$ cat config.mk
export PLATFORM = sky130hd
export DESIGN_NAME = multi_edge_detector
export DESIGN_NICKNAME = d
export VERILOG_FILES = /design/src/rtl/multi_edge_detector.sv
export SDC_FILE = /design/constraint.sdc
export NUM_CORES = 1
export LEC_CHECK = 0
export ABC_AREA = 0
export BUFFER_PORTS_ARGS = -buffer_cell sky130_fd_sc_hd__buf_2
export CORE_MARGIN = 2
export CORE_UTILIZATION = 45
export CTS_CLUSTER_SIZE = 16
export DETAILED_ROUTE_END_ITERATION = 10
export PLACE_DENSITY = 0.71
export SETUP_SLACK_MARGIN = 0.5
export SLEW_MARGIN = 0
export SYNTH_ARGS = -nofsm -noshare
export SYNTH_HDL_FRONTEND = slang
export SYNTH_SLANG_ARGS = --single-unit
$ cat constraint.sdc
create_clock -name clk -period 9 [get_ports clk]
set_clock_uncertainty 0.1 [all_clocks]
set_input_delay 0.9 -clock clk [delete_from_list [all_inputs] [get_ports clk]]
set_output_delay 0.9 -clock clk [all_outputs]
set_load 0.005 [all_outputs]
$ cat src/rtl/multi_edge_detector.sv
// multi_edge_detector: per-channel synchronise, debounce and mode-selected edge detection with sticky flags and a saturating event count
module multi_edge_detector #(
  parameter int WIDTH = 8,
  parameter int SYNC_STAGES = 2,
  parameter int DEB_CYCLES = 4,
  parameter int CNT_W = 16
) (
  input  logic             clk,
  input  logic             reset_n,
  input  logic [WIDTH-1:0] in,
  input  logic [1:0]       mode,
  input  logic [WIDTH-1:0] clr,
  input  logic             cnt_clr,
  output logic [WIDTH-1:0] pulse,
  output logic [WIDTH-1:0] pending,
  output logic [WIDTH-1:0] overflow,
  output logic [CNT_W-1:0] event_cnt
);
  localparam int DW = $clog2(DEB_CYCLES + 1);
  localparam int SW = CNT_W + 6;
  logic [WIDTH-1:0] sync_q [SYNC_STAGES];
  logic [WIDTH-1:0] sync, filt, done, hit;
  logic [DW-1:0] deb [WIDTH];
  logic [5:0] pop;
  logic [SW-1:0] sum;
  assign sync = sync_q[SYNC_STAGES-1];
  always_comb begin
    done = '0;
    pop = '0;
    for (int i = 0; i < WIDTH; i++) done[i] = sync[i] != filt[i] && deb[i] == DW'(DEB_CYCLES - 1);
    hit = mode == 2'b00 ? done & sync : mode == 2'b01 ? done & ~sync : mode == 2'b10 ? done : '0;
    for (int i = 0; i < WIDTH; i++) pop = pop + 6'(hit[i]);
    sum = (cnt_clr ? '0 : SW'(event_cnt)) + SW'(pop);
  end
  always_ff @(posedge clk or negedge reset_n) begin
    if (!reset_n) begin
      for (int s = 0; s < SYNC_STAGES; s++) sync_q[s] <= '0;
      for (int i = 0; i < WIDTH; i++) deb[i] <= '0;
      filt <= '0;
      pulse <= '0;
      pending <= '0;
      overflow <= '0;
      event_cnt <= '0;
    end else begin
      sync_q[0] <= in;
      for (int s = 1; s < SYNC_STAGES; s++) sync_q[s] <= sync_q[s-1];
      for (int i = 0; i < WIDTH; i++) deb[i] <= (sync[i] == filt[i] || done[i]) ? '0 : deb[i] + DW'(1);
      // an accepted transition always flips the held level
      filt <= filt ^ done;
      pulse <= hit;
      pending <= hit | (pending & ~clr);
      overflow <= (hit & pending & ~clr) | (overflow & ~clr);
      event_cnt <= |sum[SW-1:CNT_W] ? '1 : sum[CNT_W-1:0];
    end
  end
endmodule

==> out/metrics.csv, run 1 <==
stage,metric,value,unit
synthesis,synth_ff_type,dfrtp_1,
drt,drtAntennaViolNets,0,
synthesis,synth_fa_ha_area_frac,0.0963,
synthesis,ys_seq_elements,88,
power,power_density,206,nW/µm²
setup_path,crit_slowest_cell,fa_1,
sta,worst_slew_pin_slew,1.07,ns
die,die_h,97.1,µm
sta,drv_slew,0,
global_route,grt_pass1_vias,2668,
setup_path,reg2reg_depth,13,
drt,first_iter_violations,107,
power,ir_drop,0.0000708,V
clock_tree,ctsResizeCount,0,
synthesis,synth_xor_area_frac,0.0135,
sta,whs,0.249,ns
synthesis,syn_inst,343,
die,die_w,97.1,µm
hold_path,min_from,sync_q[11],
setup_path,critPathCapture,event_cnt[14],
job,maxCapViolCount,0,
synthesis,syn_area,3900,µm²
place,dpl.cell_count,503,
power,combPwrFrac,0.192,
clock_tree,hold_buffers,0,
setup_path,cp-end-kind,flop,
cells_and_area,area_growth,15.4,%
drt,routed-via-count,2659,
clock_tree,cts_setup_buffers,0,
power,seqPwrFrac,0.529,
setup_path,crit_chain,buf_2 -> xnor2_1 -> o22ai_1 -> nand2_1 -> fa_1 -> fa_1 -> fa_1 -> fa_1 -> inv_1 -> fa_1 -> a211oi_2 -> nor2_2 -> nand4_1 -> mux2_4,
place,place_congestion,0.784,
hold_path,hp-class,reg2reg,
clock_tree,clock-sinks,88,
clock_tree,tritoncts,done,
sta,fin_crit,5.01,ns
die,io_pins,61,
drt,routed_wl,7270,µm
clock_tree,htree_levels,3,
setup_path,crit_required,9.14,ns
sta,maxSlewHeadroom,0.289,
power,power_switching,264,µW
setup_path,worstSetupPathType,in2reg,
die,die-area,9420,µm²
cells_and_area,drive_above_1_share,0.217,
sta,fin_setup_tns,0,ns
sta,finalCritPeriodShare,0.556,
synthesis,synth_simple_gate_area_frac,0.140,
cells_and_area,fin_cells,519,
setup_path,cp.arrival,5.15,ns
power,p_leak,0.00236,µW
sta,hold_viol_final,0,
cells_and_area,final_cell_area,4500,µm²
setup_path,crit_cells,14,
power,p_sw_frac,0.285,
global_route,grt_max_degree,89,
cells_and_area,utilization,0.542,
drt,drcViolationCount,0,
place,port_buffers,60,
outcome,status,completed,
global_route,grt_use_total,0.167,
synthesis,synth.yosys.seq_area_share,0.565,
setup_path,critPathBufInv,2,
setup_path,cp-start-kind,input port,
setup_path,crit_family,adder cells,
sta,setup_viol,0,
setup_path,crit_top_cell,fa_1,
clock_tree,cts_root_buf,clkbuf_8,
place,dpl-instance-area,4310,µm²
setup_path,r2r_slack,4.52,ns
setup_path,cp-startpoint,mode[0],
cells_and_area,nets,457,
synthesis,synthArstFlopShare,1.00,
synthesis,syn_area_per_cell,11.4,µm²
setup_path,cp_max_fo,10,
setup_path,slowest_delay,0.53,ns
synthesis,yosys_warnings,0,
power,p_clk_frac,0.279,
clock_tree,clk_pin_slew,0.08,ns
global_route,grt_pass1_wl,12500,µm
die,start_util,0.470,
synthesis,yosysUniqueCellTypes,47,
synthesis,synth_nets,391,
global_route,antenna_found_initial,0,
synthesis,synth_top_family_by_area,simple AND/OR/NAND/NOR gates,
global_route,grt_overflow_total,0,
synthesis,synth_edf_count,0,
sta,rsz0062_at_grt,false,
drt,wl_per_cell,14.0,µm
drt,first_pass_iters,4,
clock_tree,clock_latency,0.36,ns
drt,routed_via_density,5.12,
setup_path,r2r-end,event_cnt[14],
synthesis,synth-compound-area-share,0.111,
clock_tree,numCtsBuffers,9,
clock_tree,clock_path_buffers,2,
die,num_rows,33,
synthesis,synthMuxAreaShare,0.0295,
cells_and_area,diodes,0,
place,dp_hpwl,5320,µm
sta,max_freq,200,MHz
power,power.internal,665,µW
die,core_area,8300,µm²
setup_path,timing.rr.start,deb[21],
[power groups by stage]
| stage | Combinational, µW | Clock, µW | Sequential, µW |
|---|---|---|---|
| floorplan | 130 | 0 | 492 |
| global placement | 173 | 0 | 495 |
| detailed placement | 181 | 0 | 500 |
| CTS | 183 | 268 | 492 |
| global route | 210 | 286 | 500 |
| finish | 178 | 259 | 491 |
[layout make-up]
cell class	count	area [µm²]
Tap cell	105	131
Timing Repair Buffer	60	303
Clock inverter	4	27.5
Fill cell	725	3800
Multi-Input combinational cell	210	1520
Clock buffer	12	165
Sequential cell	88	2200
Inverter	40	150
[cell families (layout without fill, tap and decap cells)]
kind of cell	Yosys count	count (layout)
flops	88	88
mux	10	10
compound gates	65	65
buf+inv	45	116
xor+xnor	6	6
simple gates	102	102
fa+ha+maj	27	27
[cell usage after synthesis (6+ instances only)]
| library cell | number | share of area |
|---|---|---|
| a21o_1 | 9 | 0.017 |
| a21oi_1 | 7 | 0.0090 |
| a31oi_1 | 8 | 0.013 |
| dfrtp_1 | 88 | 0.56 |
| ha_1 | 22 | 0.071 |
| inv_1 | 40 | 0.039 |
| mux2_2 | 8 | 0.023 |
| nand2_1 | 11 | 0.011 |
| nand2b_1 | 21 | 0.034 |
| nand3_1 | 7 | 0.0090 |
| nor2_1 | 32 | 0.031 |
| nor2b_1 | 10 | 0.016 |
| o21ai_0 | 15 | 0.019 |
| o22ai_1 | 6 | 0.0096 |
[how the worst min path moves through the flow]
| stage | endpoint | cells after the start |
|---|---|---|
| CTS | sync[3] | 0 |
| global route | sync[3] | 0 |
| global placement | sync[5] | 0 |
| finish | sync[3] | 0 |
| detailed placement | sync[0] | 0 |
| floorplan | sync[0] | 0 |
[metrics by stage]
step | power (µW) | worst slack (ns)
after floorplan | 622 | 4.11
after global placement | 668 | 3.77
after detailed placement | 681 | 3.64
after CTS | 942 | 4.01
after global routing | 996 | 3.78
final | 929 | 3.99
[sequential cells by signal (all words and copies together), names as in the netlist, named ones only]
register,count
deb,24
sync_q,8
sync,8
pending,8
event_cnt,16
overflow,8
pulse,8
[layout by cell type, fill, tap and decap left out, types with 10 or more instances in the layout]
cell	instances
inv_1	40
nand2_1	11
o21ai_0	15
clkbuf_8	12
nor2b_1	10
ha_1	22
buf_2	59
dfrtp_1	88
nor2_1	32
nand2b_1	21
[layer usage]
metal / GRT usage / routed length [µm]
met4: 0.0488 / 84
met1: 0.215 / 3360
met5: 0 / 0
met2: 0.268 / 3480
met3: 0.0590 / 344
(Power assumes the default switching activity.)
==> run 2: changes to the inputs <==
==> constraint.sdc (replaced) <==
create_clock -name clk -period 4.8 [get_ports clk]
set_clock_uncertainty 0.1 [all_clocks]
set_input_delay 0.48 -clock clk [delete_from_list [all_inputs] [get_ports clk]]
set_output_delay 0.48 -clock clk [all_outputs]
set_load 0.005 [all_outputs]
==> out/metrics.csv, run 2 (synthesis gave the netlist of run 1 again) <==
stage,metric,value,unit,change
outcome,status,completed,,unchanged
cells_and_area,nets,464,,was 457
place,port_buffers,60,,unchanged
sta,fin_setup_tns,0,ns,unchanged
sta,drv_slew,0,,unchanged
drt,first_iter_violations,79,,was 107
setup_path,crit_chain,nand3b_1 -> a21oi_2 -> o21ai_2 -> fa_1 -> fa_1 -> fa_1 -> fa_1 -> inv_1 -> fa_2 -> a211oi_4 -> nor2_4 -> nand4_1 -> mux2_4,,was buf_2 -> xnor2_1 -> o22ai_1 -> nand2_1 -> fa_1 -> fa_1 -> fa_1 -> fa_1 -> inv_1 -> fa_1 -> a211oi_2 -> nor2_2 -> nand4_1 -> mux2_4
clock_tree,clock_path_buffers,2,,unchanged
power,power_density,383,nW/µm²,was 206 nW/µm²
drt,drcViolationCount,0,,unchanged
cells_and_area,area_growth,18.3,%,was 15.4%
clock_tree,numCtsBuffers,9,,unchanged
drt,first_pass_iters,4,,unchanged
cells_and_area,top_register,deb,,unchanged
drt,wl_per_cell,14.1,µm,was 14.0 µm
sta,fin_crit,4.19,ns,
cells_and_area,regArea,2200,µm²,unchanged
setup_path,worstSetupPathType,reg2reg,,was in2reg
cells_and_area,fill_cells,698,,was 725
sta,finalCritPeriodShare,0.873,,
setup_path,crit_slowest_cell,fa_1,,unchanged
clock_tree,clk_pin_slew,0.10,ns,was 0.08 ns
cells_and_area,reg_top3,"deb: 24 flops, event_cnt: 16 flops",,unchanged
global_route,grt_overflow_total,0,,unchanged
clock_tree,clock_latency,0.36,ns,about the same
setup_path,slowest_delay,0.54,ns,was 0.53 ns
cells_and_area,multi_input_area,1580,µm²,was 1520 µm²
place,place_congestion,0.859,,was 0.784
setup_path,timing.rr.start,sync[0],,was deb[21]
die,io_pins,61,,unchanged
die,die_h,97.1,µm,unchanged
drt,routed_via_density,5.16,,was 5.12
global_route,grt_pass1_wl,12600,µm,"was 12,500 µm"
sta,rsz0062_at_grt,true,,was false
setup_path,cp.arrival,4.35,ns,was 5.15 ns
sta,max_freq,239,MHz,
clock_tree,clock-sinks,88,,unchanged
die,core_area,8300,µm²,unchanged
cells_and_area,diodes,0,,unchanged
die,die-area,9420,µm²,unchanged
sta,setup_slack,0.609,ns,was 3.99 ns
place,dpl.cell_count,506,,was 503
power,ir_drop,0.000132,V,was 0.0000708 V
sta,worst_slew_pin_slew,0.749,ns,was 1.07 ns
clock_tree,cts_root_buf,clkbuf_8,,unchanged
hold_path,hp-class,in2reg,,was reg2reg
cells_and_area,drive_above_1_share,0.252,,was 0.217
cells_and_area,largest_reg_flops,24,,unchanged
global_route,grt_pass1_vias,2736,,"was 2,668"
sta,setup_viol,0,,unchanged
global_route,antenna_found_initial,0,,unchanged
setup_path,reg2reg_depth,13,,unchanged
power,p_leak,0.00241,µW,was 0.00236 µW
setup_path,crit_required,4.96,ns,was 9.14 ns
clock_tree,tritoncts,done,,unchanged
hold_path,hold_depth,1,,was 0
setup_path,cp-start-kind,flop,,was input port
setup_path,cp_max_fo,9,,was 10
sta,hold_viol_final,0,,unchanged
die,start_util,0.470,,unchanged
cells_and_area,layout_common_cells,"dfrtp_1, buf_2, inv_1",,unchanged
sta,maxSlewHeadroom,0.496,,was 0.289
setup_path,cp-startpoint,sync[0],,was mode[0]
clock_tree,htree_levels,3,,unchanged
global_route,grt_max_degree,53,,was 89
die,num_rows,33,,unchanged
setup_path,cp-end-kind,flop,,unchanged
drt,routed-via-count,2714,,"was 2,659"
cells_and_area,fin_cells,526,,was 519
setup_path,crit_top_cell,fa_1,,unchanged
global_route,grt_use_total,0.167,,about the same
drt,drtAntennaViolNets,0,,unchanged
cells_and_area,final_common_cell,dfrtp_1,,unchanged
place,dp_hpwl,5290,µm,was 5320 µm
hold_path,min_from,in[7],,was sync_q[11]
drt,routed_wl,7390,µm,was 7270 µm
place,dp_slack,0.231,ns,was 3.64 ns
die,die_w,97.1,µm,unchanged
job,maxCapViolCount,0,,unchanged
[run 2: cell types whose count changed in the layout (fill, tap and decap cells not counted), moves of 2 or more]
| cell | previous run | this run |
|---|---|---|
| o21ai_0 | 15 | 12 |
| buf_4 | 1 | 7 |
| o21ai_2 | 0 | 2 |
| clkbuf_8 | 12 | 9 |
| ha_2 | 0 | 2 |
| clkinv_2 | 1 | 3 |
| clkinvlp_4 | 3 | 1 |
| ha_1 | 22 | 20 |
[run 2: layer usage]
layer  share of wire  vias to the layer above  GRT usage
li1                -                     1317          -
met1            0.44                     1322      0.214
met2            0.48                       65      0.266
met3           0.061                       10     0.0597
met4           0.010                        0     0.0531
met5               0                        -          0
[run 2: cell type report]
class                           count  share of cell area
Inverter                           40              0.0326
Clock buffer                        9              0.0269
Tap cell                          105              0.0285
Multi-Input combinational cell    210               0.342
Clock inverter                      7              0.0152
Sequential cell                    88               0.477
Timing Repair Buffer               67              0.0776
[run 2: repair_timing]
item | 4_1_cts | 5_1_grt
hold buffers | 1 | 0
endpoints found under the setup margin | 1 | 15
endpoints found under the hold margin | 36 | 0
gates resized for setup | 3 | 10
setup buffers | 1 | 2
pin swaps | 1 | 6
[run 2: worst paths after layout]
check,slack (ns),end
min reg2reg,0.25,sync[6]
max reg2reg,0.61,event_cnt[14]
max in group asynchronous,3.08,sync[3]
min,0.12,sync_q[15]
max,0.61,event_cnt[14]
min in group asynchronous,0.51,sync_q[15]
[run 2: per-stage QoR]
stage,area [µm²],hold slack (ns),util,power [µW]
after floorplan,3910,0.0844,-,1170
after global placement,4340,0.233,0.523,1250
after detailed placement,4340,0.236,0.523,1270
after CTS,4560,0.0979,0.550,1780
after global routing,4610,0.0882,0.556,1890
final,4610,0.116,0.556,1770
[run 2: worst max-delay path, delay by kind of cell, from the launching register on]
kind	cells	cell delay, ns
multiplexers	1	0.30
flip-flops	1	0.44
AO/OA/AOI/OAI	3	0.63
AND/OR/NAND/NOR	3	0.45
adder cells (fa/ha/maj)	5	2.12
buffers and inverters	1	0.07
[run 2: power breakdown]
| group | switching [µW] | internal [µW] |
|---|---|---|
| logic | 181 | 168 |
| registers | 61.1 | 859 |
| clock network | 256 | 240 |
| total | 499 | 1270 |
